$ cat config.mk
export PLATFORM = sky130hd
export DESIGN_NAME = instr_word_encoder_flat
export DESIGN_NICKNAME = d
export VERILOG_FILES = /design/src/rtl/instr_word_encoder_if.sv /design/src/rtl/instr_word_encoder.sv /design/src/flat_wrapper.sv
export SDC_FILE = /design/constraint.sdc
export NUM_CORES = 1
export LEC_CHECK = 0
export CAP_MARGIN = 20
export CORE_UTILIZATION = 45
export CTS_CLUSTER_DIAMETER = 150
export DETAILED_ROUTE_END_ITERATION = 12
export GPL_TIMING_DRIVEN = 0
export PLACE_DENSITY = 0.84
export SYNTH_ARGS = -nofsm -noshare
export SYNTH_HDL_FRONTEND = slang
export SYNTH_SLANG_ARGS = --single-unit
$ cat constraint.sdc
create_clock -name clk -period 3.7 [get_ports clk]
set_input_delay 0.37 -clock clk [delete_from_list [all_inputs] [get_ports clk]]
set_output_delay 0.37 -clock clk [all_outputs]
set_load 0.01 [all_outputs]
$ cat src/rtl/instr_word_encoder_if.sv
// Command/word bus between a host port and instr_word_encoder.
// Handshake: a transfer occurs on a rising clk edge where valid && ready are both high; a producer
// holding valid keeps its payload stable and may not drop valid until that edge; ready may be asserted
// independently of valid.
interface instr_word_encoder_if #(
  parameter int ADDR_WIDTH = 16
);
  logic                  addr_load;
  logic [ADDR_WIDTH-1:0] addr_value;
  logic                  cmd_valid;
  logic                  cmd_ready;
  logic                  cmd_li;
  logic [2:0]            cmd_op;
  logic [2:0]            cmd_func3;
  logic [10:0]           cmd_func11;
  logic [4:0]            cmd_rd;
  logic [4:0]            cmd_rs1;
  logic [4:0]            cmd_rs2;
  logic [31:0]           cmd_imm;
  logic                  word_valid;
  logic                  word_ready;
  logic [31:0]           word_data;
  logic [ADDR_WIDTH-1:0] word_addr;
  logic                  err;

  modport master (
    output addr_load, addr_value, cmd_valid, cmd_li, cmd_op, cmd_func3, cmd_func11,
           cmd_rd, cmd_rs1, cmd_rs2, cmd_imm, word_ready,
    input  cmd_ready, word_valid, word_data, word_addr, err
  );

  modport slave (
    input  addr_load, addr_value, cmd_valid, cmd_li, cmd_op, cmd_func3, cmd_func11,
           cmd_rd, cmd_rs1, cmd_rs2, cmd_imm, word_ready,
    output cmd_ready, word_valid, word_data, word_addr, err
  );
endinterface

$ cat src/rtl/instr_word_encoder.sv
// Packs instruction fields (or an LI pseudo-op) into 32-bit words streamed with addresses to imem.
// Optional feature: define ENCODER_RANGE_CHECK_EN to reject commands whose immediates do not fit.
module instr_word_encoder #(
  parameter int ADDR_WIDTH = 16,
  parameter int BASE_ADDR  = 0,
  parameter int ADDR_STEP  = 4
) (
  input  logic                 clk,
  input  logic                 rst,
  instr_word_encoder_if.slave  bus,
  output logic [1:0]           dbg_state_o
);

  typedef enum logic [1:0] {
    S_IDLE  = 2'd0,
    S_EMIT1 = 2'd1,
    S_EMIT2 = 2'd2
  } state_e;

  localparam logic [2:0] OP_A = 3'd0, OP_B = 3'd1, OP_C = 3'd2, OP_D = 3'd3;
  localparam logic [2:0] OP_E = 3'd4, OP_F = 3'd5, OP_G = 3'd6, OP_H = 3'd7;

  state_e                state_q;
  logic                  word_valid_q;
  logic [31:0]           word_data_q;
  logic [31:0]           word2_q;
  logic                  need2_q;
  logic [ADDR_WIDTH-1:0] addr_q;
  logic                  err_q;

  logic [31:0] imm;
  logic [4:0]  rd;
  logic [2:0]  op;
  logic [2:0]  f3;
  logic [31:0] raw_word;
  logic [31:0] clir_word;
  logic [31:0] cuir_word;
  logic [31:0] addi_word;
  logic [31:0] first_word;
  logic        fits21;
  logic        li_two;
  logic        reject;

  assign imm = bus.cmd_imm;
  assign rd  = bus.cmd_rd;
  assign op  = bus.cmd_op;
  assign f3  = bus.cmd_func3;

  always_comb begin
    raw_word = '0;
    case (op)
      OP_B, OP_F: raw_word = {imm[15:0], bus.cmd_rs1, f3, rd, op};
      OP_C:       raw_word = {imm[15:5], bus.cmd_rs2, bus.cmd_rs1, f3, imm[4:0], op};
      OP_D:       raw_word = {imm[20:0], f3, rd, op};
      // 12 immediate bits would not fit the 11-bit top field; the MSB is truncated away.
      OP_G:       raw_word = {imm[17:7], bus.cmd_rs2, bus.cmd_rs1, f3, imm[6:2], op};
      default:    raw_word = {bus.cmd_func11, bus.cmd_rs2, bus.cmd_rs1, f3, rd, op};
    endcase
  end

  assign fits21     = (imm[31:20] == {12{imm[20]}});
  assign clir_word  = {imm[20:0], 3'b000, rd, OP_D};
  assign cuir_word  = {imm[31:11], 3'b001, rd, OP_D};
  assign addi_word  = {5'b00000, imm[10:0], rd, 3'b000, rd, OP_B};
  assign li_two     = !fits21 && (imm[10:0] != 11'd0);
  assign first_word = bus.cmd_li ? (fits21 ? clir_word : cuir_word) : raw_word;

`ifdef ENCODER_RANGE_CHECK_EN
  logic fits16;
  logic fits19;
  assign fits16 = (imm[31:15] == {17{imm[15]}});
  assign fits19 = (imm[31:18] == {14{imm[18]}});

  always_comb begin
    reject = 1'b0;
    if (!bus.cmd_li) begin
      case (op)
        OP_E, OP_H: reject = 1'b1;
        OP_B:       reject = f3[2] ? (imm[31:16] != 16'd0) : !fits16;
        OP_C, OP_F: reject = !fits16;
        OP_D:       reject = (f3 == 3'b001) ? (imm[31:21] != 11'd0) : !fits21;
        OP_G:       reject = (imm[1:0] != 2'b00) || !fits19;
        default:    reject = 1'b0;
      endcase
    end
  end
`else
  assign reject = 1'b0;
`endif

  always_ff @(posedge clk or posedge rst) begin
    if (rst) begin
      state_q      <= S_IDLE;
      word_valid_q <= 1'b0;
      word_data_q  <= '0;
      word2_q      <= '0;
      need2_q      <= 1'b0;
      addr_q       <= ADDR_WIDTH'(BASE_ADDR);
      err_q        <= 1'b0;
    end else begin
      err_q <= 1'b0;
      case (state_q)
        S_IDLE: begin
          if (bus.addr_load) addr_q <= bus.addr_value;
          if (bus.cmd_valid) begin
            if (reject) begin
              err_q <= 1'b1;
            end else begin
              word_data_q  <= first_word;
              word2_q      <= addi_word;
              need2_q      <= bus.cmd_li && li_two;
              word_valid_q <= 1'b1;
              state_q      <= S_EMIT1;
            end
          end
        end
        S_EMIT1: begin
          if (bus.word_ready) begin
            addr_q <= addr_q + ADDR_WIDTH'(ADDR_STEP);
            if (need2_q) begin
              word_data_q <= word2_q;
              state_q     <= S_EMIT2;
            end else begin
              word_valid_q <= 1'b0;
              state_q      <= S_IDLE;
            end
          end
        end
        S_EMIT2: begin
          if (bus.word_ready) begin
            addr_q       <= addr_q + ADDR_WIDTH'(ADDR_STEP);
            word_valid_q <= 1'b0;
            state_q      <= S_IDLE;
          end
        end
        default: begin
          word_valid_q <= 1'b0;
          state_q      <= S_IDLE;
        end
      endcase
    end
  end

  assign bus.cmd_ready  = (state_q == S_IDLE);
  assign bus.word_valid = word_valid_q;
  assign bus.word_data  = word_data_q;
  assign bus.word_addr  = addr_q;
  assign bus.err        = err_q;
  assign dbg_state_o    = state_q;

endmodule

$ cat src/flat_wrapper.sv
// flat-port wrapper written by rule: the top's interface ports become plain ports
module instr_word_encoder_flat 
#(
  parameter int ADDR_WIDTH = 16,
  parameter int BASE_ADDR  = 0,
  parameter int ADDR_STEP  = 4
)
  (clk, rst, dbg_state_o, bus_addr_load, bus_addr_value, bus_cmd_valid, bus_cmd_li, bus_cmd_op, bus_cmd_func3, bus_cmd_func11, bus_cmd_rd, bus_cmd_rs1, bus_cmd_rs2, bus_cmd_imm, bus_word_ready, bus_cmd_ready, bus_word_valid, bus_word_data, bus_word_addr, bus_err);
  instr_word_encoder_if #(.ADDR_WIDTH(ADDR_WIDTH)) bus_i ();
  input  logic clk;
  input  logic rst;
  output logic [1:0] dbg_state_o;
  input wire logic [$bits(bus_i.addr_load)-1:0] bus_addr_load;
  input wire logic [$bits(bus_i.addr_value)-1:0] bus_addr_value;
  input wire logic [$bits(bus_i.cmd_valid)-1:0] bus_cmd_valid;
  input wire logic [$bits(bus_i.cmd_li)-1:0] bus_cmd_li;
  input wire logic [$bits(bus_i.cmd_op)-1:0] bus_cmd_op;
  input wire logic [$bits(bus_i.cmd_func3)-1:0] bus_cmd_func3;
  input wire logic [$bits(bus_i.cmd_func11)-1:0] bus_cmd_func11;
  input wire logic [$bits(bus_i.cmd_rd)-1:0] bus_cmd_rd;
  input wire logic [$bits(bus_i.cmd_rs1)-1:0] bus_cmd_rs1;
  input wire logic [$bits(bus_i.cmd_rs2)-1:0] bus_cmd_rs2;
  input wire logic [$bits(bus_i.cmd_imm)-1:0] bus_cmd_imm;
  input wire logic [$bits(bus_i.word_ready)-1:0] bus_word_ready;
  output wire logic [$bits(bus_i.cmd_ready)-1:0] bus_cmd_ready;
  output wire logic [$bits(bus_i.word_valid)-1:0] bus_word_valid;
  output wire logic [$bits(bus_i.word_data)-1:0] bus_word_data;
  output wire logic [$bits(bus_i.word_addr)-1:0] bus_word_addr;
  output wire logic [$bits(bus_i.err)-1:0] bus_err;
  assign bus_i.addr_load = bus_addr_load;
  assign bus_i.addr_value = bus_addr_value;
  assign bus_i.cmd_valid = bus_cmd_valid;
  assign bus_i.cmd_li = bus_cmd_li;
  assign bus_i.cmd_op = bus_cmd_op;
  assign bus_i.cmd_func3 = bus_cmd_func3;
  assign bus_i.cmd_func11 = bus_cmd_func11;
  assign bus_i.cmd_rd = bus_cmd_rd;
  assign bus_i.cmd_rs1 = bus_cmd_rs1;
  assign bus_i.cmd_rs2 = bus_cmd_rs2;
  assign bus_i.cmd_imm = bus_cmd_imm;
  assign bus_i.word_ready = bus_word_ready;
  assign bus_cmd_ready = bus_i.cmd_ready;
  assign bus_word_valid = bus_i.word_valid;
  assign bus_word_data = bus_i.word_data;
  assign bus_word_addr = bus_i.word_addr;
  assign bus_err = bus_i.err;
  instr_word_encoder #(.ADDR_WIDTH(ADDR_WIDTH), .BASE_ADDR(BASE_ADDR), .ADDR_STEP(ADDR_STEP)) u_core (.clk(clk), .rst(rst), .bus(bus_i), .dbg_state_o(dbg_state_o));
endmodule
# == Word-level counts from Yosys, hierarchy flattened ==
# Index checks and enable logic that the tools add are counted.
# op_classes
n_addsub,1
n_mux,20
n_eq_ne,15
reduce_logical,14
# op_table
operator,count
2-to-1 mux 32 bit,5
one-hot mux 32 bit (4 select lines),1
one-hot mux 32 bit (2 select lines),1
2-to-1 mux 16 bit,2
one-hot mux 16 bit (2 select lines),1
adder 16 x 3 -> 16 bit (second input constant),1
== test 11 bit,1
nonzero test 11 bit,1
!= test 2 bit (second input constant),5
2-to-1 mux 2 bit,4
AND reduction 4 bit,2
== test 3 x 2 -> 1 bit (second input constant),2
== test 3 bit (second input constant),2
one-hot mux 2 bit (3 select lines),1
AND reduction 3 bit,2
2-to-1 mux 1 bit,4
!= test 2 x 1 -> 1 bit (second input constant),2
nonzero test 2 bit,2
OR reduction 2 bit,2
== test 3 x 1 -> 1 bit (second input constant),1
one-hot mux 1 bit (3 select lines),1
== test 2 x 1 -> 1 bit (second input constant),1
== test 2 bit (second input constant),1
logical AND 1 bit,2
3 further kinds,3
# totals
word_cells,56
reg_bits,74
out_inout_bits,53

# == Depth between registers and ports, before layout ==
# logic_depth
ltp_word,6
depth_mapped,10

# == Worst setup path before layout ==
# Ideal clock, no wire load.
# synth_timing
kind,reg-to-reg
start,"register u_core.state_q[0], in the netlist u_core.dbg_state_o[0]"
end,"register u_core.addr_q[7], in the netlist u_core.bus.word_addr[7]"
n_path_buf,3
arrival_time_ps,1863
stages_incl_launch_ff,11
period_less_slack_ps,1936
path_slack_ps,1764
path_cell_list,dfrtp_1 inv_1 ha_1 buf_2 nor2b_1 or3_1 clkbuf_1 buf_6 a21oi_1 nor2_1 a21oi_2
# synth_lines
item,line,rtl
"start, declared",instr_word_encoder.sv:23,state_e state_q;
"start signal, assigned",instr_word_encoder.sv:93,state_q <= S_IDLE;
"start signal, assigned",instr_word_encoder.sv:113,state_q <= S_EMIT1;
"start signal, assigned",instr_word_encoder.sv:122,state_q <= S_EMIT2;
logical NOT 2 bit *,n/a,
via bus_cmd_ready,flat_wrapper.sv:25,output wire logic [$bits(bus_i.cmd_ready)-1:0] bus_cmd_ready;
!= test 2 bit (no source line) / nonzero test 2 bit (equally long branches),n/a,
AND reduction 3 bit (no source line),n/a,
"end signal, assigned",instr_word_encoder.sv:98,addr_q <= ADDR_WIDTH'(BASE_ADDR);
"end signal, assigned",instr_word_encoder.sv:104,if (bus.addr_load) addr_q <= bus.addr_value;
"end signal, assigned",instr_word_encoder.sv:119,addr_q <= addr_q + ADDR_WIDTH'(ADDR_STEP);
"end, declared",instr_word_encoder.sv:28,logic [ADDR_WIDTH-1:0] addr_q;
# The timed path passes the listed nets; every way through them passes the cells marked *.
# A chain may end at the register's enable or synchronous reset.

# == Worst setup path in the final report ==
# layout_timing
start,"register u_core.state_q[0], in the netlist u_core.dbg_state_o[0]"
end,"register u_core.word_data_q[14], in the netlist u_core.bus.word_data[14]"
# layout_between
elab_chain_cells,3
# layout_lines
item,line,rtl
== test 2 x 1 -> 1 bit / logical NOT 2 bit (equally long branches),instr_word_encoder.sv:102,case (state_q)
!= test 2 x 1 -> 1 bit (no source line) (tied with other cells),n/a,
AND reduction 4 bit (no source line),n/a,
"end signal, assigned",instr_word_encoder.sv:109,word_data_q <= first_word;
"end signal, assigned",instr_word_encoder.sv:121,word_data_q <= word2_q;
"end, declared",instr_word_encoder.sv:25,logic [31:0] word_data_q;
# Parallel ways exist; a longest one is shown, timed or not.

==> results.py <==
metrics = {
    "synthesis": {
        "syn_inst": 495,
        "syn-cell-area_mm2": 0.00452,
        "yosys-top-cells-area": "dfrtp_1, mux2i_1, mux2_2",
        "synth_seq_cells": 69,
        "synthArstFlopShare": 1.00,
        "synth_top_area_share": 0.382,
        "synthTopCellsByCount": "dfrtp_1, nand2_1, mux2i_1",
        "synth_ff_type": "dfrtp_1",
        "synth.distinct_cells": 57,
        "syn_area_per_cell_um2": 9.14,
        "synth-seq-area-share": 0.382,
        "synth_most_common_cell": "dfrtp_1",
        "ys_warn_count": 0,
        "synth_fp_nets": 586,
        "synth_edf_count": 0,
        "synth_top_area_cell": "dfrtp_1",
    },
    "die": {
        "ios": 139,
        "start_util": 0.463,
        "dieArea_mm2": 0.0105,
        "rows": 36,
        "core_region_area_mm2": 0.00977,
        "die_h_um": 102,
        "die_w_um": 102,
    },
    "clock_network": {
        "ctsResizeCount": 0,
        "cts-htree-levels": 3,
        "cts.reportedPaths.clkPinSlew_ps": 80,
        "cts-root-buf": "clkbuf_8",
        "cts-hold-fix-buffers": 0,
        "clkLatencyLatePin_ps": 360,
        "cts_buffer_depth": 2,
        "cts_setup_buffers": 0,
        "numClockSinks": 69,
        "cts_tree": "yes",
        "numCtsBuffers": 9,
    },
    "placed_design": {
        "numPortBuffers": 135,
        "dpl_cell_area_mm2": 0.00604,
        "globalplace.congestion": 0.934,
        "dp_hpwl_mm": 11.6,
    },
    "critical_path": {
        "crit_path_start_kind": "register",
        "crit_arrival_ps": 2610,
        "rr_endpoint": "u_core.bus.word_data[14]",
        "end_kind": "register",
        "path_common_cell": "buf_2",
        "cp_num_buf_inv": 3,
        "worstPathRequired_ps": 3960,
        "reg2reg_depth": 8,
        "ff2ff_setup_slack_ps": 1350,
        "critPathMaxStageDelay_ps": 480,
        "crit_chain": "inv_1 > ha_1 > buf_2 > nand2_1 > buf_2 > nor2_2 > o21ai_0 > o31ai_2",
        "rr_startpoint": "u_core.dbg_state_o[0]",
        "critPathTopFamily": "simple AND/OR/NAND/NOR gates",
        "path_max_fanout": 10,
        "worstSetupPathType": "register to register",
        "crit_slowest_cell": "nor2_2",
    },
    "worst_hold_path": {
        "whs_path_depth": 2,
        "hold_start": "u_core.word2_q[0]",
        "min_to": "u_core.word2_q[0]",
        "hold_path.class": "register to register",
    },
    "power_and_ir_drop": {
        "clock_power_share": 0.145,
        "netSwitchingPower_uw": 2080,
        "peakVddDrop_mv": 0.401,
        "p_leak_uw": 0.00261,
        "p_total_uw": 4880,
        "p_int_uw": 2800,
        "p_seq_frac": 0.288,
        "switching_share": 0.426,
        "power_per_cell_area_mw_per_mm2": 779,
        "share_comb_of_total_power": 0.567,
    },
    "sta": {
        "slew_headroom": 0.430,
        "rsz0062_at_grt": "false",
        "final_hold_viol_count": 0,
        "worst_pin_slew_ps": 854,
        "fin_setup_tns_ps": 0,
        "drv_slew": 0,
        "setup_viol": 0,
        "fmax_mhz": 426,
        "fin_skew_ps": 12.1,
        "period_share": 0.634,
        "post-route-min-period_ps": 2350,
    },
    "routing": {
        "wl_mm": 15.8,
        "drtIter0Drc": 433,
        "drc_errors": 0,
        "ant_nets": 0,
        "wire_per_inst_um": 20.3,
        "via_per_inst": 6.04,
        "vias": 4708,
        "drtPass1Iterations": 5,
    },
    "run": {
        "maxCapViolCount": 0,
    },
    "run_status": {
        "status": "finished, final reports clean",
    },
    "global_route": {
        "grt_pass1_wl_mm": 24.3,
        "antenna_found_initial": 0,
        "grt_overflow": 0,
        "grt_max_degree": 70,
        "grt_use_total": 0.309,
        "grt_pass1_vias": 4546,
    },
    "cells_and_area": {
        "nFillCells": 832,
        "area_growth_pct": 38.5,
        "layout.nets": 732,
        "final_area_mm2": 0.00627,
        "final_layout_size_suffix_gt1_frac": 0.116,
        "antennaDiodeCount": 0,
    },
}
## how the worst max path moves through the flow
stage | from | cells after the start | slack (ps) | endpoint
finish | u_core.dbg_state_o[0] | 8 | 1350 | u_core.bus.word_data[14]
global route | u_core.dbg_state_o[1] | 8 | 1200 | u_core.bus.word_data[24]
detailed placement | bus_cmd_li | 7 | 1230 | u_core.bus.word_data[29]
CTS | u_core.dbg_state_o[0] | 10 | 1400 | u_core.bus.word_data[5]
floorplan | rst | 1 | 1590 | u_core.bus.word_addr[0]
global placement | rst | 2 | 400 | u_core.word2_q[24]
## stage by stage
step	cells	util	setup WS [ps]	hold slack, ps
floorplan	495	-	1590	414
global placement	763	0.618	400	426
detailed placement	763	0.618	1230	434
global route	779	0.641	1200	492
CTS	779	0.641	1400	451
finish	779	0.641	1350	450
## worst register-to-register path: stages, from the launching register on
cell,delay (ps)
dfrtp_1,430
inv_1,100
ha_1,190
buf_2,200
nand2_1,100
buf_2,240
nor2_2,480
o21ai_0,220
o31ai_2,290
## state kept, by name, summed over array words and instances (netlist names)
signal                 count
u_core.bus.word_addr      16
u_core.bus.word_data      32
u_core.bus.word_valid      1
u_core.dbg_state_o         2
u_core.need2_q             1
u_core.word2_q            17
## routing by layer
| metal | track usage | vias up | wire [µm] |
|---|---|---|---|
| li1 | - | 2122 | - |
| met1 | 0.427 | 2311 | 6760 |
| met2 | 0.488 | 247 | 7530 |
| met3 | 0.0581 | 28 | 1260 |
| met4 | 0.0989 | 0 | 272 |
| met5 | 0 | - | 0 |
## power by group through the flow
stage	clock [µW]	sequential (µW)	combinational [µW]
5_1_grt	752	1450	3000
4_1_cts	711	1400	2740
2_1_floorplan	0	1490	1500
3_3_place_gp	0	1390	2630
6_report	709	1410	2770
3_5_place_dp	0	1410	2720
## cells by family (layout without fill, tap and decap cells)
| family | Yosys count | count (layout) | share of synthesized area |
|---|---|---|---|
| other | 1 | 1 | 0.000829 |
| AO/OA/AOI/OAI | 140 | 140 | 0.217 |
| flip-flops | 69 | 69 | 0.382 |
| adder cells (fa/ha/maj) | 5 | 5 | 0.0138 |
| buffers and inverters | 48 | 199 | 0.0503 |
| multiplexers | 59 | 59 | 0.137 |
| AND/OR/NAND/NOR | 173 | 173 | 0.199 |
## layout by cell type, fill, tap and decap left out, types with 11 or more instances in the layout
| cell | instances |
|---|---|
| o22ai_1 | 13 |
| clkbuf_1 | 14 |
| buf_2 | 14 |
| clkdlybuf4s50_1 | 135 |
| inv_1 | 11 |
| dfrtp_1 | 69 |
| o21ai_0 | 19 |
| mux2i_1 | 35 |
| mux2_2 | 21 |
| nand3_1 | 19 |
| a21oi_1 | 29 |
| nor2_1 | 26 |
| nand2_1 | 60 |
| nand2b_1 | 24 |
## layout make-up
class                   instances  area (µm²)  share of cell area
plain buffers                  36         183              0.0292
inverters                      12        47.5             0.00759
flip-flops and latches         69        1730               0.276
clock buffers                   9         124              0.0198
well taps                     133         166              0.0266
repair buffers                135        1350               0.216
clock inverters                 7        98.8              0.0158
multi-input cells             378        2570               0.410
(Power assumes the default switching activity.)
